[src/rtl/mips_stage_hazard_if.sv]
// Purpose : bundle of register-port, EX-stage and control signals between the
//           pipeline datapath and the hazard/stall controller.
// Ports   : master = pipeline side (drives ID/EX info, receives stall/flush);
//           slave  = hazard controller (consumes ID/EX info, drives stall/flush).
//           Perf counter outputs exist only when MIPS_STAGE_HAZARD_PERF_EN is defined.
interface mips_stage_hazard_if;
   logic [4:0]  idRs;
   logic [4:0]  idRt;
   logic        idUsesRs;
   logic        idUsesRt;
   logic        idUsesHiLo;
   logic        exMemRead;
   logic [4:0]  exDest;
   logic        exMulDiv;
   logic        exBranchTaken;
   logic        stallPc;
   logic        stallIfId;
   logic        flushIfId;
   logic        flushIdEx;
   logic        mulDivBusy;
`ifdef MIPS_STAGE_HAZARD_PERF_EN
   logic [31:0] stallCycles;
   logic [31:0] flushCycles;
   logic [31:0] mulDivWaitCycles;
`endif

   modport master (
      output idRs, idRt, idUsesRs, idUsesRt, idUsesHiLo,
      output exMemRead, exDest, exMulDiv, exBranchTaken,
      input  stallPc, stallIfId, flushIfId, flushIdEx, mulDivBusy
`ifdef MIPS_STAGE_HAZARD_PERF_EN
      , input stallCycles, flushCycles, mulDivWaitCycles
`endif
   );

   modport slave (
      input  idRs, idRt, idUsesRs, idUsesRt, idUsesHiLo,
      input  exMemRead, exDest, exMulDiv, exBranchTaken,
      output stallPc, stallIfId, flushIfId, flushIdEx, mulDivBusy
`ifdef MIPS_STAGE_HAZARD_PERF_EN
      , output stallCycles, flushCycles, mulDivWaitCycles
`endif
   );
endinterface

[src/rtl/mips_stage_hazard.sv]
// Purpose : hazard/stall controller: load-use, HI/LO busy wait, taken-branch flush; owns mult/div busy timer.
// Latency : stall/flush outputs are combinational (zero cycles); mulDivBusy rises the cycle after mult/div issue.
// Backpres: stall holds PC and IF/ID and bubbles ID/EX; a taken branch flushes and overrides every stall.
// Ports   : clock (rising edge), resetN (async active-low), hz (slave modport of mips_stage_hazard_if).
// Options : MIPS_STAGE_HAZARD_PERF_EN adds saturating stallCycles/flushCycles/mulDivWaitCycles counters.
module mips_stage_hazard #(
   parameter int MULDIV_CYCLES = 32,
   parameter int CNT_WIDTH     = 6
) (
   input  logic               clock,
   input  logic               resetN,
   mips_stage_hazard_if.slave hz
);
   localparam logic [CNT_WIDTH-1:0] LP_RELOAD = CNT_WIDTH'(MULDIV_CYCLES - 1);
   localparam logic [CNT_WIDTH-1:0] LP_ONE    = CNT_WIDTH'(1);

   typedef enum logic {ST_IDLE, ST_BUSY} state_t;

   state_t               r_state;
   state_t               w_stateNext;
   logic [CNT_WIDTH-1:0] r_count;
   logic [CNT_WIDTH-1:0] w_countNext;
   logic                 w_start;
   logic                 w_busy;
   logic                 w_loadUse;
   logic                 w_hiloWait;
   logic                 w_stall;

   // A mult/div alongside a taken branch is wrong-path and never starts.
   assign w_start = hz.exMulDiv & ~hz.exBranchTaken;
   assign w_busy  = (r_state == ST_BUSY);

   always_ff @(posedge clock or negedge resetN) begin
      if (!resetN) begin
         r_state <= ST_IDLE;
         r_count <= '0;
      end else begin
         r_state <= w_stateNext;
         r_count <= w_countNext;
      end
   end

   always_comb begin
      w_stateNext = r_state;
      w_countNext = r_count;
      case (r_state)
         ST_IDLE: begin
            if (w_start) begin
               w_stateNext = ST_BUSY;
               w_countNext = LP_RELOAD;
            end
         end
         ST_BUSY: begin
            if (w_start) begin
               // Illegal overlap (ID should have stalled it); restart the timer.
               w_countNext = LP_RELOAD;
            end else if (r_count <= LP_ONE) begin
               w_stateNext = ST_IDLE;
               w_countNext = '0;
            end else begin
               w_countNext = r_count - LP_ONE;
            end
         end
         default: begin
            w_stateNext = ST_IDLE;
            w_countNext = '0;
         end
      endcase
   end

   // $0 is hardwired, so a load targeting it never creates a dependency.
   assign w_loadUse  = hz.exMemRead & (hz.exDest != 5'd0) &
                       ((hz.idUsesRs & (hz.idRs == hz.exDest)) |
                        (hz.idUsesRt & (hz.idRt == hz.exDest)));
   // exMulDiv covers the issue cycle, before the busy timer has started.
   assign w_hiloWait = hz.idUsesHiLo & (w_busy | hz.exMulDiv);
   assign w_stall    = (w_loadUse | w_hiloWait) & ~hz.exBranchTaken;

   assign hz.stallPc    = w_stall;
   assign hz.stallIfId  = w_stall;
   assign hz.flushIfId  = hz.exBranchTaken;
   assign hz.flushIdEx  = w_stall | hz.exBranchTaken;
   assign hz.mulDivBusy = w_busy;

`ifdef MIPS_STAGE_HAZARD_PERF_EN
   logic [31:0] r_stallCycles;
   logic [31:0] r_flushCycles;
   logic [31:0] r_mulDivWaitCycles;

   always_ff @(posedge clock or negedge resetN) begin
      if (!resetN) begin
         r_stallCycles      <= '0;
         r_flushCycles      <= '0;
         r_mulDivWaitCycles <= '0;
      end else begin
         if (w_stall && (r_stallCycles != 32'hFFFF_FFFF))
            r_stallCycles <= r_stallCycles + 32'd1;
         if (hz.exBranchTaken && (r_flushCycles != 32'hFFFF_FFFF))
            r_flushCycles <= r_flushCycles + 32'd1;
         if (w_hiloWait && w_stall && (r_mulDivWaitCycles != 32'hFFFF_FFFF))
            r_mulDivWaitCycles <= r_mulDivWaitCycles + 32'd1;
      end
   end

   assign hz.stallCycles      = r_stallCycles;
   assign hz.flushCycles      = r_flushCycles;
   assign hz.mulDivWaitCycles = r_mulDivWaitCycles;
`endif
endmodule

[src/flat_wrapper.sv]
// flat-port wrapper written by rule: the top's interface ports become plain ports
module mips_stage_hazard_flat 
#(
   parameter int MULDIV_CYCLES = 32,
   parameter int CNT_WIDTH     = 6
)
  (clock, resetN, hz_idRs, hz_idRt, hz_idUsesRs, hz_idUsesRt, hz_idUsesHiLo, hz_exMemRead, hz_exDest, hz_exMulDiv, hz_exBranchTaken, hz_stallPc, hz_stallIfId, hz_flushIfId, hz_flushIdEx, hz_mulDivBusy);
  mips_stage_hazard_if hz_i ();
  input  logic clock;
  input  logic resetN;
  input wire logic [$bits(hz_i.idRs)-1:0] hz_idRs;
  input wire logic [$bits(hz_i.idRt)-1:0] hz_idRt;
  input wire logic [$bits(hz_i.idUsesRs)-1:0] hz_idUsesRs;
  input wire logic [$bits(hz_i.idUsesRt)-1:0] hz_idUsesRt;
  input wire logic [$bits(hz_i.idUsesHiLo)-1:0] hz_idUsesHiLo;
  input wire logic [$bits(hz_i.exMemRead)-1:0] hz_exMemRead;
  input wire logic [$bits(hz_i.exDest)-1:0] hz_exDest;
  input wire logic [$bits(hz_i.exMulDiv)-1:0] hz_exMulDiv;
  input wire logic [$bits(hz_i.exBranchTaken)-1:0] hz_exBranchTaken;
  output wire logic [$bits(hz_i.stallPc)-1:0] hz_stallPc;
  output wire logic [$bits(hz_i.stallIfId)-1:0] hz_stallIfId;
  output wire logic [$bits(hz_i.flushIfId)-1:0] hz_flushIfId;
  output wire logic [$bits(hz_i.flushIdEx)-1:0] hz_flushIdEx;
  output wire logic [$bits(hz_i.mulDivBusy)-1:0] hz_mulDivBusy;
  assign hz_i.idRs = hz_idRs;
  assign hz_i.idRt = hz_idRt;
  assign hz_i.idUsesRs = hz_idUsesRs;
  assign hz_i.idUsesRt = hz_idUsesRt;
  assign hz_i.idUsesHiLo = hz_idUsesHiLo;
  assign hz_i.exMemRead = hz_exMemRead;
  assign hz_i.exDest = hz_exDest;
  assign hz_i.exMulDiv = hz_exMulDiv;
  assign hz_i.exBranchTaken = hz_exBranchTaken;
  assign hz_stallPc = hz_i.stallPc;
  assign hz_stallIfId = hz_i.stallIfId;
  assign hz_flushIfId = hz_i.flushIfId;
  assign hz_flushIdEx = hz_i.flushIdEx;
  assign hz_mulDivBusy = hz_i.mulDivBusy;
  mips_stage_hazard #(.MULDIV_CYCLES(MULDIV_CYCLES), .CNT_WIDTH(CNT_WIDTH)) u_core (.clock(clock), .resetN(resetN), .hz(hz_i));
endmodule
[config.mk]
export PLATFORM = sky130hd
export DESIGN_NAME = mips_stage_hazard_flat
export DESIGN_NICKNAME = d
export VERILOG_FILES = /design/src/rtl/mips_stage_hazard_if.sv /design/src/rtl/mips_stage_hazard.sv /design/src/flat_wrapper.sv
export SDC_FILE = /design/constraint.sdc
export NUM_CORES = 1
export LEC_CHECK = 0
export BUFFER_PORTS_ARGS = -buffer_cell sky130_fd_sc_hd__buf_2
export CORE_AREA = 5 5 42 44
export CTS_BUF_LIST = sky130_fd_sc_hd__clkbuf_4 sky130_fd_sc_hd__clkbuf_8 sky130_fd_sc_hd__clkbuf_16
export CTS_CLUSTER_SIZE = 8
export DETAILED_ROUTE_END_ITERATION = 16
export DIE_AREA = 0 0 47 49
export PLACE_DENSITY = 0.73
export REMOVE_ABC_BUFFERS = 1
export SLEW_MARGIN = 0
export SYNTH_ARGS = -nofsm -noshare
export SYNTH_HDL_FRONTEND = slang
export SYNTH_SLANG_ARGS = --single-unit
[constraint.sdc]
create_clock -name clock -period 2 [get_ports clock]
set_input_delay 0.2 -clock clock [delete_from_list [all_inputs] [get_ports clock]]
set_output_delay 0.2 -clock clock [all_outputs]
set_load 0.01 [all_outputs]
# Yosys cells after proc, flatten, opt, wreduce, memory -nomap -nowiden
# Cells that the tools add are included.
# op_classes
n_addsub	1
mul	0
div_mod_pow	0
order_cmp	1
eq_ne	3
shifts	0
muxes	8
bitwise_logic	13
reduce_logical	1
# op_table
op	count
$mux W6	3
$pmux W6 S2	1
$eq A5 B5 Y1	2
$and A1 B1 Y1	7
$le A6 B1 Y1 const B	1
$sub A6 B1 Y6 const B	1
$reduce_bool A5 Y1	1
$or A1 B1 Y1	4
$mux W1	3
$ne A2 B1 Y1 const B	1
$not A1 Y1	2
$pmux W1 S2	1
# totals
ff_bits	7
latch_bits	0
mem_bits_rw	0
rom_bits	0
inputBits	23
output_inout_bits	5
elab_cells	29
memories	0

# Longest topological paths before layout
# logic_depth
depth_word	7
mapped_depth	6

# Worst setup path before layout
# Ideal clock, no wire load.
# synth_path
kind	input port to output port
startpoint	input port hz_exDest[3]
endpoint	output port hz_stallPc
arrival_time_ns	1.409
slack_ns	0.391
stages	5
n_path_buf	1
path_cell_list	xor2_1 > nor4_1 > a32oi_1 > o32ai_1 > buf_4
# synth_via
elab_chain_len	6
# synth_rtl
element	line_no	source
start, declared	flat_wrapper.sv:17	input wire logic [$bits(hz_i.exDest)-1:0] hz_exDest;
$eq A5 B5 Y1, on equally long branches	mips_stage_hazard.sv:73, mips_stage_hazard.sv:74	
$and A1 B1 Y1, on equally long branches	mips_stage_hazard.sv:73, mips_stage_hazard.sv:74	
$or A1 B1 Y1	mips_stage_hazard.sv:73	((hz.idUsesRs & (hz.idRs == hz.exDest)) |
$and A1 B1 Y1 *	mips_stage_hazard.sv:72	assign w_loadUse = hz.exMemRead & (hz.exDest != 5'd0) &
$or A1 B1 Y1 *	mips_stage_hazard.sv:77	assign w_stall = (w_loadUse | w_hiloWait) & ~hz.exBranchTaken;
$and A1 B1 Y1 *	mips_stage_hazard.sv:77	
end, declared	flat_wrapper.sv:20	output wire logic [$bits(hz_i.stallPc)-1:0] hz_stallPc;
# Mark *: on every way between the ends. The rest lies on a longest branch, timed or not.

# Worst setup path after layout
# layout_path
startpoint	register u_core.r_count[2]
endpoint	register u_core.r_count[0]
# layout_via
elab_chain_len	4
# layout_rtl
element	line_no	source
start, declared	mips_stage_hazard.sv:21	logic [CNT_WIDTH-1:0] r_count;
start signal, assigned	mips_stage_hazard.sv:39	r_count <= w_countNext;
$le A6 B1 Y1	mips_stage_hazard.sv:57	end else if (r_count <= LP_ONE) begin
$mux W6	mips_stage_hazard.sv:57	
$mux W6	mips_stage_hazard.sv:54	if (w_start) begin
$pmux W6 S2	mips_stage_hazard.sv:46	case (r_state)
# No other way between the ends.
# A chain may end at the register's enable or synchronous reset.

==> impl_results.md <==
- Top flip-flop cell by instance count after synthesis: dfrtp_1
- Routability Congestion: 0.8108
- Wire length of the first global-routing pass: 2.235 mm
- Final Total Pwr: 0.4880 mW
- Max Fanout on Critical Path: 5
- Run status: completed
- Max Cap Violations: 0
- Pleak: 0.3474 nW
- Vias per std cell: 5.308
- Area leader, netlist: dfrtp_1
- Sum Neg Setup Slack: 0 ns
- Clock slew at the register clock pins of the worst setup and hold paths: 0.05 ns
- Detailed placer's ending HPWL: 1.123 mm
- Startpoint Class: flop
- Number of antenna violations at the first check in global routing: 0
- Total Routing Usage GR: 0.1303
- Kind of critical path: flop to flop
- Power per cell area: 672.4 nW/um^2
- Maximum number of buffers from clock root to sink: 2
- P&R area growth vs syn: 33.03%
- DR vias: 568
- Clock insertion delay at the later pin of the skew report: 0.25 ns
- Library cell with the highest instance count after synthesis: xor2_1
- Final count of pins violating max slew: 0
- Total setup buffers inserted after CTS: 0
- Final Non-Filler Cells: 107
- Number of nets in the final layout: 117
- IO buf count: 27
- Post-synth cell types: 23
- Pin count of the biggest net entering global routing: 8
- RSZ-0062 raised after global routing: false
- Async set-reset flop share out of synthesis: 1.000
- Area of the mapped netlist: 545.5 sq um
- Clock tree from TritonCTS: yes
- Most used standard cells in the synthesized netlist: xor2_1 (8), dfrtp_1 (7), a21oi_1 (4), inv_1 (4), nand2_1 (4)
- Post-DRT Antenna Nets: 0
- Time the worst path needs with I/O delays and setup: 1.664 ns
- Hold buffer count at CTS: 1
- GRT Residual Overflow: 0
- Routed length per instance: 12.36 um
- Via count of the first global-routing pass: 600
- Synthesis-stage register bit count: 7
- Transition time at the pin with the least slew margin: 0.5196 ns
- Die outline area: 2303 sq um
- Placeable Area: 1401 sq um
- Count of synthesis-stage warnings from yosys: 0
- Post-Syn Area per Cell: 8.943 sq um
- Floorplan die width: 47 um
- Worst slew margin relative to its limit: 0.6509
- CTS H-tree lvls: 1
- Sum of routed wire length over all layers: 1.322 mm
- TritonCTS Buffers: 3
- Layout Skew: 0.001719 ns
- Area fraction of the dominant cell type after synthesis: 0.3211
- Final hold viol count: 0
- CP peak stage delay: 0.46 ns
- Synthesized instance count: 61
- Final setup violating endpoints: 0
- Y dimension of the die: 49 um
- Max frequency: 0.6011 GHz
- PostCTS Resize Cnt: 0
- Min-delay worst type: primary input to flop
- Arrival time at the worst endpoint: 1.79 ns
- Number of core rows: 14
- Clock sink count: 7
- Proportion of synthesized chip area in sequential cells: 0.3211
- I/O pin count: 28
- Core utilization of the finished layout: 0.5179
- Post-placement cell count: 102
- Antenna fix cells: 0
- 1st-pass router iterations: 4
- Slowest cell on the critical path: nor3_1
- Period utilization: 0.8319
- Setup slack after layout: 0.3363 ns
- Ranking of synthesized cells by area: dfrtp_1 (32%), xor2_1 (13%), ha_1 (4.6%), nand4b_4 (4.4%), o31ai_1 (4.1%)
- DRC violation count after routing: 0
- CTS root buf: clkbuf_4
- Starting DRC count in detailed routing: 11
- Proportion of layout cells with a drive suffix above 1: 0.3516
- Cells traversed along the worst timing path: or3_1 > nor3_1 > nand2b_1 > o211ai_1
- Max rail drop VDD: 0.0002559 V
- Initial core utilization: 0.3893
- Number of enable flip-flop cells after synthesis: 0
- Filler cells: 141
- Dpl ws: 0.3627 ns
- Crit. End Element: flop
- Required time of the worst setup path: 2.12 ns
## kinds of logic (layout without fill, tap and decap cells)
| family | Yosys count | in the layout | share of synthesized area |
|---|---|---|---|
| simple gates | 23 | 23 | 0.2614 |
| fa+ha+maj | 2 | 2 | 0.04586 |
| buf+inv | 6 | 36 | 0.05503 |
| xor+xnor | 10 | 10 | 0.1606 |
| flops | 7 | 7 | 0.3211 |
| compound gates | 13 | 13 | 0.1560 |
## stage by stage
step                instance area, sq um  hold WS, ns
floorplan                          530.5     -0.09559
global placement                   685.7      0.03920
detailed placement                 685.7      0.04482
CTS                                725.7       0.2388
global route                       725.7       0.2649
finish                             725.7       0.2404
## area by class of cell
cell class	count	area [sq um]	share of cell area
Sequential cell	7	175.2	0.2414
Clock buffer	4	30.03	0.04138
Tap cell	16	20.02	0.02759
Multi-Input combinational cell	48	340.3	0.4690
Timing Repair Buffer	28	145.1	0.2000
Inverter	4	15.01	0.02069
## worst paths after layout
| path | start | end | slack (ns) | depth (start not counted) |
|---|---|---|---|---|
| hold reg to reg | u_core.r_count[3] | u_core.r_count[3] | 0.51 | 1 |
| max in group asynchronous | resetN | u_core.r_count[5] | 1.53 | 2 |
| setup reg to reg | u_core.r_count[2] | u_core.r_count[0] | 0.34 | 4 |
| hold / removal | hz_exMulDiv | u_core.hz.mulDivBusy | 0.24 | 3 |
| min in group asynchronous | resetN | u_core.r_count[3] | 0.31 | 2 |
| setup / recovery | u_core.r_count[2] | u_core.r_count[0] | 0.34 | 4 |
## state kept, by name, indices dropped and copies added, names as in the netlist
register and count:
u_core.r_count 6, u_core.hz.mulDivBusy 1
## report_power, final
part | leakage, nW | switching [mW] | total [mW] | internal [mW]
combinational | 0.255 | 0.0774 | 0.143 | 0.0657
clock | 0.0184 | 0.0537 | 0.144 | 0.0898
sequential | 0.0737 | 0.0295 | 0.201 | 0.172
total | 0.347 | 0.161 | 0.488 | 0.327
## cells in the final DEF, fill, tap and decap left out, drive strengths merged
cell | Yosys | final
a21oi | 4 | 4
a32oi | 1 | 1
and2 | 1 | 1
buf | 2 | 27
clkbuf | 0 | 4
dfrtp | 7 | 7
dlygate4sd3 | 0 | 1
ha | 2 | 2
inv | 4 | 4
nand2 | 4 | 4
nand2b | 3 | 3
nand3 | 1 | 1
nand4b | 1 | 1
nor2 | 3 | 3
nor2b | 2 | 2
nor3 | 2 | 2
nor4 | 2 | 2
o211ai | 2 | 2
o21ai | 2 | 2
o31ai | 3 | 3
o32ai | 1 | 1
or3 | 2 | 2
or4 | 2 | 2
xnor2 | 2 | 2
xor2 | 8 | 8
## critical path, delay by kind of cell (launching register included)
kind / cells / cell delay, ns
AND/OR/NAND/NOR: 3 / 1.03
flip-flops: 1 / 0.42
AO/OA/AOI/OAI: 1 / 0.09
## layer usage
metal	track usage	routed length [um]	up-vias	part of all wire
met5	0	0	-	0
met4	0.05530	0	0	0
met3	0.02952	151	0	0.11
met2	0.2104	635	32	0.48
met1	0.1588	536	262	0.41
li1	-	-	274	-
Note: power is estimated with default switching activity, not from simulation.
